==> src/rtl/tansig_arbiter_if.sv <==
// Request/response and activation-unit bundle shared by the tansig arbiter
// and whatever sits around it (layer controllers plus the activation datapath).
interface tansig_arbiter_if #(
  parameter int NREQ  = 3,
  parameter int WIDTH = 32
);
  logic [NREQ-1:0]       req_valid;
  logic [NREQ*WIDTH-1:0] req_data;
  logic [NREQ-1:0]       req_ready;
  logic [NREQ-1:0]       rsp_valid;
  logic [WIDTH-1:0]      rsp_data;
  logic                  u_in_valid;
  logic [WIDTH-1:0]      u_in_data;
  logic                  u_out_valid;
  logic [WIDTH-1:0]      u_out_data;

  // The arbiter side: takes operands, drives the unit, returns results.
  modport slave (
    input  req_valid, req_data, u_out_valid, u_out_data,
    output req_ready, rsp_valid, rsp_data, u_in_valid, u_in_data
  );

  // The environment side: requesters plus the activation unit.
  modport master (
    output req_valid, req_data, u_out_valid, u_out_data,
    input  req_ready, rsp_valid, rsp_data, u_in_valid, u_in_data
  );
endinterface

==> src/rtl/tansig_arbiter.sv <==
// Round-robin scheduler in front of one shared, fixed-latency tansig unit.
// Each issued operand carries its requester tag down a LAT-deep pipeline
// that lines up with the unit output, so results go back to their owner.
module tansig_arbiter #(
  parameter int NREQ  = 3,
  parameter int LAT   = 8,
  parameter int WIDTH = 32
) (
  input  logic             clk,
  input  logic             rst,
  tansig_arbiter_if.slave  bus,
  output logic             busy,
  output logic             err
);
  localparam int TW = (NREQ > 1) ? $clog2(NREQ) : 1;
  localparam int GW = $clog2(LAT + 2);

  logic [TW-1:0]    prio_reg;
  logic             u_in_valid_reg;
  logic [WIDTH-1:0] u_in_data_reg;
  logic [TW-1:0]    u_in_tag_reg;
  logic [NREQ-1:0]  rsp_valid_reg;
  logic [WIDTH-1:0] rsp_data_reg;
  logic [GW-1:0]    guard_reg;
  logic             err_reg;

  wire  [NREQ-1:0]  prio_mask;
  logic [NREQ-1:0]  req_hi;
  logic [NREQ-1:0]  grant_raw;
  logic [NREQ-1:0]  grant;
  wire  [TW-1:0]    grant_idx;
  wire  [WIDTH-1:0] data_chain [NREQ+1];
  logic             transfer;
  wire  [LAT-1:0]   tag_valid_vec;
  logic             last_valid;
  logic [TW-1:0]    last_tag;

  genvar gi, gb;

  // Requesters at or above prio form the first search window; if none of
  // them is valid the search wraps to the lowest valid index overall.
  for (gi = 0; gi < NREQ; gi++) begin : g_mask
    assign prio_mask[gi] = (prio_reg <= TW'(gi));
  end

  assign req_hi    = bus.req_valid & prio_mask;
  assign grant_raw = (|req_hi) ? (req_hi & (~req_hi + NREQ'(1)))
                               : (bus.req_valid & (~bus.req_valid + NREQ'(1)));
  assign grant     = rst ? '0 : grant_raw;
  assign transfer  = |grant;
  assign bus.req_ready = grant;

  // One-hot grant to binary index, one OR-reduction per index bit.
  for (gb = 0; gb < TW; gb++) begin : g_enc
    wire [NREQ-1:0] sel_mask;
    for (gi = 0; gi < NREQ; gi++) begin : g_sel
      assign sel_mask[gi] = 1'(((gi >> gb) & 1));
    end
    assign grant_idx[gb] = |(grant & sel_mask);
  end

  // AND-OR mux of the granted operand.
  assign data_chain[0] = '0;
  for (gi = 0; gi < NREQ; gi++) begin : g_dmux
    assign data_chain[gi+1] = data_chain[gi]
                            | (bus.req_data[gi*WIDTH +: WIDTH] & {WIDTH{grant[gi]}});
  end

  // Issue register and round-robin pointer update on each transfer.
  always_ff @(posedge clk) begin
    if (rst) begin
      u_in_valid_reg <= 1'b0;
      u_in_data_reg  <= '0;
      u_in_tag_reg   <= '0;
      prio_reg       <= '0;
    end else if (transfer) begin
      u_in_valid_reg <= 1'b1;
      u_in_data_reg  <= data_chain[NREQ];
      u_in_tag_reg   <= grant_idx;
      prio_reg       <= (grant_idx == TW'(NREQ - 1)) ? '0 : grant_idx + TW'(1);
    end else begin
      u_in_valid_reg <= 1'b0;
    end
  end

  // Tag pipeline: stage 0 samples the issue register, so the last stage is
  // valid in exactly the cycle the unit presents that operand's result.
  for (gi = 0; gi < LAT; gi++) begin : g_tag
    logic          stage_valid_reg;
    logic [TW-1:0] stage_tag_reg;
    logic          in_valid;
    logic [TW-1:0] in_tag;
    if (gi == 0) begin : g_head
      assign in_valid = u_in_valid_reg;
      assign in_tag   = u_in_tag_reg;
    end else begin : g_tail
      assign in_valid = g_tag[gi-1].stage_valid_reg;
      assign in_tag   = g_tag[gi-1].stage_tag_reg;
    end
    // Shift one stage per cycle; reset drops everything in flight.
    always_ff @(posedge clk) begin
      if (rst) begin
        stage_valid_reg <= 1'b0;
        stage_tag_reg   <= '0;
      end else begin
        stage_valid_reg <= in_valid;
        stage_tag_reg   <= in_tag;
      end
    end
    assign tag_valid_vec[gi] = stage_valid_reg;
  end

  assign last_valid = g_tag[LAT-1].stage_valid_reg;
  assign last_tag   = g_tag[LAT-1].stage_tag_reg;

  // Response register: route the unit result to the tagged requester.
  always_ff @(posedge clk) begin
    if (rst) begin
      rsp_valid_reg <= '0;
      rsp_data_reg  <= '0;
    end else if (last_valid && bus.u_out_valid) begin
      rsp_valid_reg <= NREQ'(1) << last_tag;
      rsp_data_reg  <= bus.u_out_data;
    end else begin
      rsp_valid_reg <= '0;
    end
  end

  // Guard window: the unit has no reset, so whatever drains out of it in the
  // first LAT+1 cycles after reset is not trusted for mismatch checking.
  always_ff @(posedge clk) begin
    if (rst) begin
      guard_reg <= GW'(LAT + 1);
    end else if (guard_reg != '0) begin
      guard_reg <= guard_reg - GW'(1);
    end
  end

  // Sticky flag for a unit valid that disagrees with the expected tag valid.
  always_ff @(posedge clk) begin
    if (rst) begin
      err_reg <= 1'b0;
    end else if ((guard_reg == '0) && (bus.u_out_valid != last_valid)) begin
      err_reg <= 1'b1;
    end
  end

  assign bus.u_in_valid = u_in_valid_reg;
  assign bus.u_in_data  = u_in_data_reg;
  assign bus.rsp_valid  = rsp_valid_reg;
  assign bus.rsp_data   = rsp_data_reg;
  assign busy = u_in_valid_reg | (|tag_valid_vec) | (|rsp_valid_reg);
  assign err  = err_reg;
endmodule
==> src/flat_wrapper.sv <==
// flat-port wrapper written by rule: the top's interface ports become plain ports
module tansig_arbiter_flat 
#(
  parameter int NREQ  = 3,
  parameter int LAT   = 8,
  parameter int WIDTH = 32
)
  (clk, rst, busy, err, bus_req_valid, bus_req_data, bus_u_out_valid, bus_u_out_data, bus_req_ready, bus_rsp_valid, bus_rsp_data, bus_u_in_valid, bus_u_in_data);
  tansig_arbiter_if #(.NREQ(NREQ), .WIDTH(WIDTH)) bus_i ();
  input  logic clk;
  input  logic rst;
  output logic busy;
  output logic err;
  input wire logic [$bits(bus_i.req_valid)-1:0] bus_req_valid;
  input wire logic [$bits(bus_i.req_data)-1:0] bus_req_data;
  input wire logic [$bits(bus_i.u_out_valid)-1:0] bus_u_out_valid;
  input wire logic [$bits(bus_i.u_out_data)-1:0] bus_u_out_data;
  output wire logic [$bits(bus_i.req_ready)-1:0] bus_req_ready;
  output wire logic [$bits(bus_i.rsp_valid)-1:0] bus_rsp_valid;
  output wire logic [$bits(bus_i.rsp_data)-1:0] bus_rsp_data;
  output wire logic [$bits(bus_i.u_in_valid)-1:0] bus_u_in_valid;
  output wire logic [$bits(bus_i.u_in_data)-1:0] bus_u_in_data;
  assign bus_i.req_valid = bus_req_valid;
  assign bus_i.req_data = bus_req_data;
  assign bus_i.u_out_valid = bus_u_out_valid;
  assign bus_i.u_out_data = bus_u_out_data;
  assign bus_req_ready = bus_i.req_ready;
  assign bus_rsp_valid = bus_i.rsp_valid;
  assign bus_rsp_data = bus_i.rsp_data;
  assign bus_u_in_valid = bus_i.u_in_valid;
  assign bus_u_in_data = bus_i.u_in_data;
  tansig_arbiter #(.NREQ(NREQ), .LAT(LAT), .WIDTH(WIDTH)) u_core (.clk(clk), .rst(rst), .bus(bus_i), .busy(busy), .err(err));
endmodule
==> config.mk <==
export PLATFORM = sky130hd
export DESIGN_NAME = tansig_arbiter_flat
export DESIGN_NICKNAME = d
export VERILOG_FILES = /design/src/rtl/tansig_arbiter_if.sv /design/src/rtl/tansig_arbiter.sv /design/src/flat_wrapper.sv
export SDC_FILE = /design/constraint.sdc
export NUM_CORES = 1
export LEC_CHECK = 0
export CAP_MARGIN = 20
export CORE_MARGIN = 4
export CORE_UTILIZATION = 30
export CTS_BUF_LIST = sky130_fd_sc_hd__clkbuf_8
export DETAILED_ROUTE_END_ITERATION = 16
export PLACE_DENSITY = 0.71
export SYNTH_ARGS = -nofsm -noshare
export SYNTH_HDL_FRONTEND = slang
export SYNTH_SLANG_ARGS = --single-unit
==> constraint.sdc <==
create_clock -name clk -period 1.6 [get_ports clk]
set_clock_uncertainty 0.05 [all_clocks]
set_input_delay 0.32 -clock clk [delete_from_list [all_inputs] [get_ports clk]]
set_output_delay 0.32 -clock clk [all_outputs]
set_load 0.01 [all_outputs]
==> results.py <==
metrics = {
    "synth": {
        "yosysUniqueCellTypes": 32,
        "synth_fp_nets": 506,
        "ys_warn_count": 0,
        "syn_area_sq_um": 3730,
        "synth_top_family_by_area": "compound AO/OA/AOI/OAI gates",
        "synthAdderAreaFrac": 0.00671,
        "synthMuxAreaShare": 0.0889,
        "synth_edf_count": 0,
        "ys_seq_area_frac": 0.542,
        "synth-async-reset-ratio": 0,
        "synth-xor-area-share": 0.00235,
        "synth_compound_area_frac": 0.197,
        "synthCells": 370,
        "syn_area_per_cell_sq_um": 10.1,
        "synth-simple-area-share": 0.113,
        "synth_seq_cells": 101,
        "synth_top_flop_cell": "dfxtp_1",
    },
    "floorplanning": {
        "rows": 40,
        "start_util": 0.308,
        "boundaryPins": 207,
        "die_h_um": 120,
        "dieArea_sq_um": 14300,
        "coreArea_sq_um": 12100,
        "die_w_um": 120,
    },
    "clock_tree": {
        "cts_hold_buf": 0,
        "htreeDepth": 3,
        "cts_tree": "built",
        "clock_latency_ps": 370,
        "cts.sinks": 101,
        "cts_root_buffer": "clkbuf_8",
        "path_clk_slew_ps": 110,
        "clockBufferDepth": 2,
        "numCtsBuffers": 9,
    },
    "critical_path": {
        "crit_cells": 3,
        "crit_required_ps": 1230,
        "path_buf_inv": 1,
        "cp-end-kind": "primary output",
        "crit_start": "u_core.prio_reg[1]",
        "worstPathCellList": "nor2b_4 > o311a_4 > buf_6",
        "r2r_slack_ps": -160,
        "start_kind": "flip-flop",
        "path_class": "flip-flop to primary output",
        "cp_slowest_cell": "dfxtp_4",
        "endpoint": "bus_req_ready[2]",
        "r2r_start": "u_core.prio_reg[0]",
        "reg2reg_depth": 7,
        "path_delay_family": "flip-flops",
        "r2r_end": "u_core.bus.u_in_data[21]",
        "crit_fanout": 8,
        "critical-path-max-stage-delay_ps": 390,
        "arrival_ps": 1420,
    },
    "route": {
        "ant_nets": 0,
        "dr.pass1.iters": 7,
        "drtIter0Drc": 293,
        "routedWlPerCell_um": 16.2,
        "via_per_inst": 4.93,
        "drc": 0,
        "via_count": 3696,
        "routed_wl_um": 12100,
    },
    "pwr": {
        "seq_power_share": 0.517,
        "p_sw_mw": 1.40,
        "power.internal_mw": 3.77,
        "swShare": 0.270,
        "p_leak_nw": 2.59,
        "peakVddDrop_mv": 0.414,
        "p_clk_frac": 0.307,
        "pwr-share-comb": 0.176,
        "power_density_nw_per_um2": 822,
    },
    "global_routing": {
        "grt_antenna_before_repair": 0,
        "grt_pass1_wl_um": 18100,
        "grt_max_degree": 66,
        "first_global_vias": 3739,
        "gr-usage-all-layers": 0.156,
        "grt.overflow.total": 0,
    },
    "finish": {
        "layout.cells.non_filler": 749,
        "final_common_cell": "clkdlybuf4s50_1",
        "insertedDiodeCount": 0,
        "area_growth_pct": 68.5,
        "drive_gt1_frac": 0.102,
        "layout_common_cells": "clkdlybuf4s50_1, dfxtp_1, dlygate4sd2_1",
        "fin_util": 0.519,
        "final_nets": 712,
    },
    "flow_run": {
        "cap_violations": 0,
    },
    "sta": {
        "worstMarginPinSlew_ps": 550,
        "slew_headroom": 0.634,
        "period_share": 1.12,
        "layout_setup_ws_ps": -187,
        "period_needed_ps": 1790,
        "drv_slew": 0,
        "fin_hold_ws_ps": 237,
        "fmax_mhz": 560,
        "setup_viol": 36,
        "hold_viol": 0,
        "rsz0062_at_grt": "yes",
    },
    "place": {
        "hpwl_um": 8580,
        "io_buffers": 206,
        "pre_cts_slack_ps": -708,
        "gp_congestion": 0.726,
        "dp_cells": 726,
    },
    "worst_hold_path": {
        "hp-class": "input pin to flip-flop",
    },
    "run_status": {
        "violations": "negative setup slack",
        "status": "finished with violations",
    },
}
==> tightest hold or removal path, cell delays in order <==
cell    delay [ps]
buf_2          150
buf_4          130
nor3_1          40
==> power groups by stage <==
| stage | registers (mW) | logic (mW) | clock network, mW |
|---|---|---|---|
| global placement | 2.72 | 0.885 | 0 |
| floorplan | 2.75 | 0.306 | 0 |
| CTS | 2.67 | 0.862 | 1.64 |
| finish | 2.67 | 0.910 | 1.59 |
| global route | 2.68 | 0.979 | 1.74 |
| detailed placement | 2.73 | 0.904 | 0 |
==> final cells by class <==
type | instances | area [sq um]
Tap cell | 168 | 210
Inverter | 5 | 18.8
Multi-Input combinational cell | 230 | 1570
Sequential cell | 101 | 2030
Clock inverter | 7 | 68.8
Fill cell | 1129 | 5830
Clock buffer | 9 | 124
Timing Repair Buffer | 229 | 2260
==> timing repair <==
item / CTS / global route
buffers inserted: 1 / 2
pin swaps: 6 / 35
gates cloned: 0 / 4
setup endpoints to repair: 108 / 38
endpoints found under the hold margin: 0 / 0
resized for setup: 98 / 13
==> Yosys cell counts (5+ instances only) <==
cell type,count,area share
a21oi_1,34,0.046
a222oi_1,32,0.086
mux2i_1,32,0.086
clkbuf_1,16,0.016
dfxtp_1,101,0.54
nor2b_1,25,0.042
nand2_1,7,0.0070
buf_1,5,0.0050
buf_2,9,0.012
o21ai_0,32,0.043
nor2_1,40,0.040
==> metrics by stage <==
stage	TNS, ps	power, mW	cell area, sq um
6_report	-3890	5.17	6290
5_1_grt	-6250	5.40	6290
4_1_cts	-3450	5.17	6130
3_5_place_dp	-26640	3.63	6000
3_3_place_gp	-23920	3.61	6000
2_1_floorplan	0	3.05	3740
==> kinds of logic (layout without fill, tap and decap cells) <==
group	count (synthesis)	count (layout)
fa+ha+maj	2	2
buf+inv	39	250
xor+xnor	1	1
mux	33	33
flops	101	101
simple gates	86	86
compound gates	108	108
==> per-layer routing <==
layer,GRT usage,wire length [um],vias to the layer above
li1,-,-,1768
met2,0.271,5990,189
met4,0.0659,243,0
met3,0.0580,1290,15
met1,0.170,4590,1724
met5,0,0,-
==> worst min path at each step <==
stage                                startpoint                          endpoint  slack (ps)  depth (start not counted)
2_1_floorplan         u_core.g_tag[0].in_tag[0]  u_core.g_tag[0].stage_tag_reg[0]         350                          2
3_3_place_gp   u_core.g_tag[7].stage_tag_reg[0]           u_core.bus.rsp_valid[2]         370                          1
3_5_place_dp          u_core.g_tag[0].in_tag[0]  u_core.g_tag[0].stage_tag_reg[0]         370                          2
4_1_cts                                     rst                u_core.prio_reg[1]         220                          3
5_1_grt                                     rst                u_core.prio_reg[1]         230                          3
6_report                                    rst                u_core.prio_reg[1]         240                          3
No activity file was read; power rests on OpenSTA's default activity.
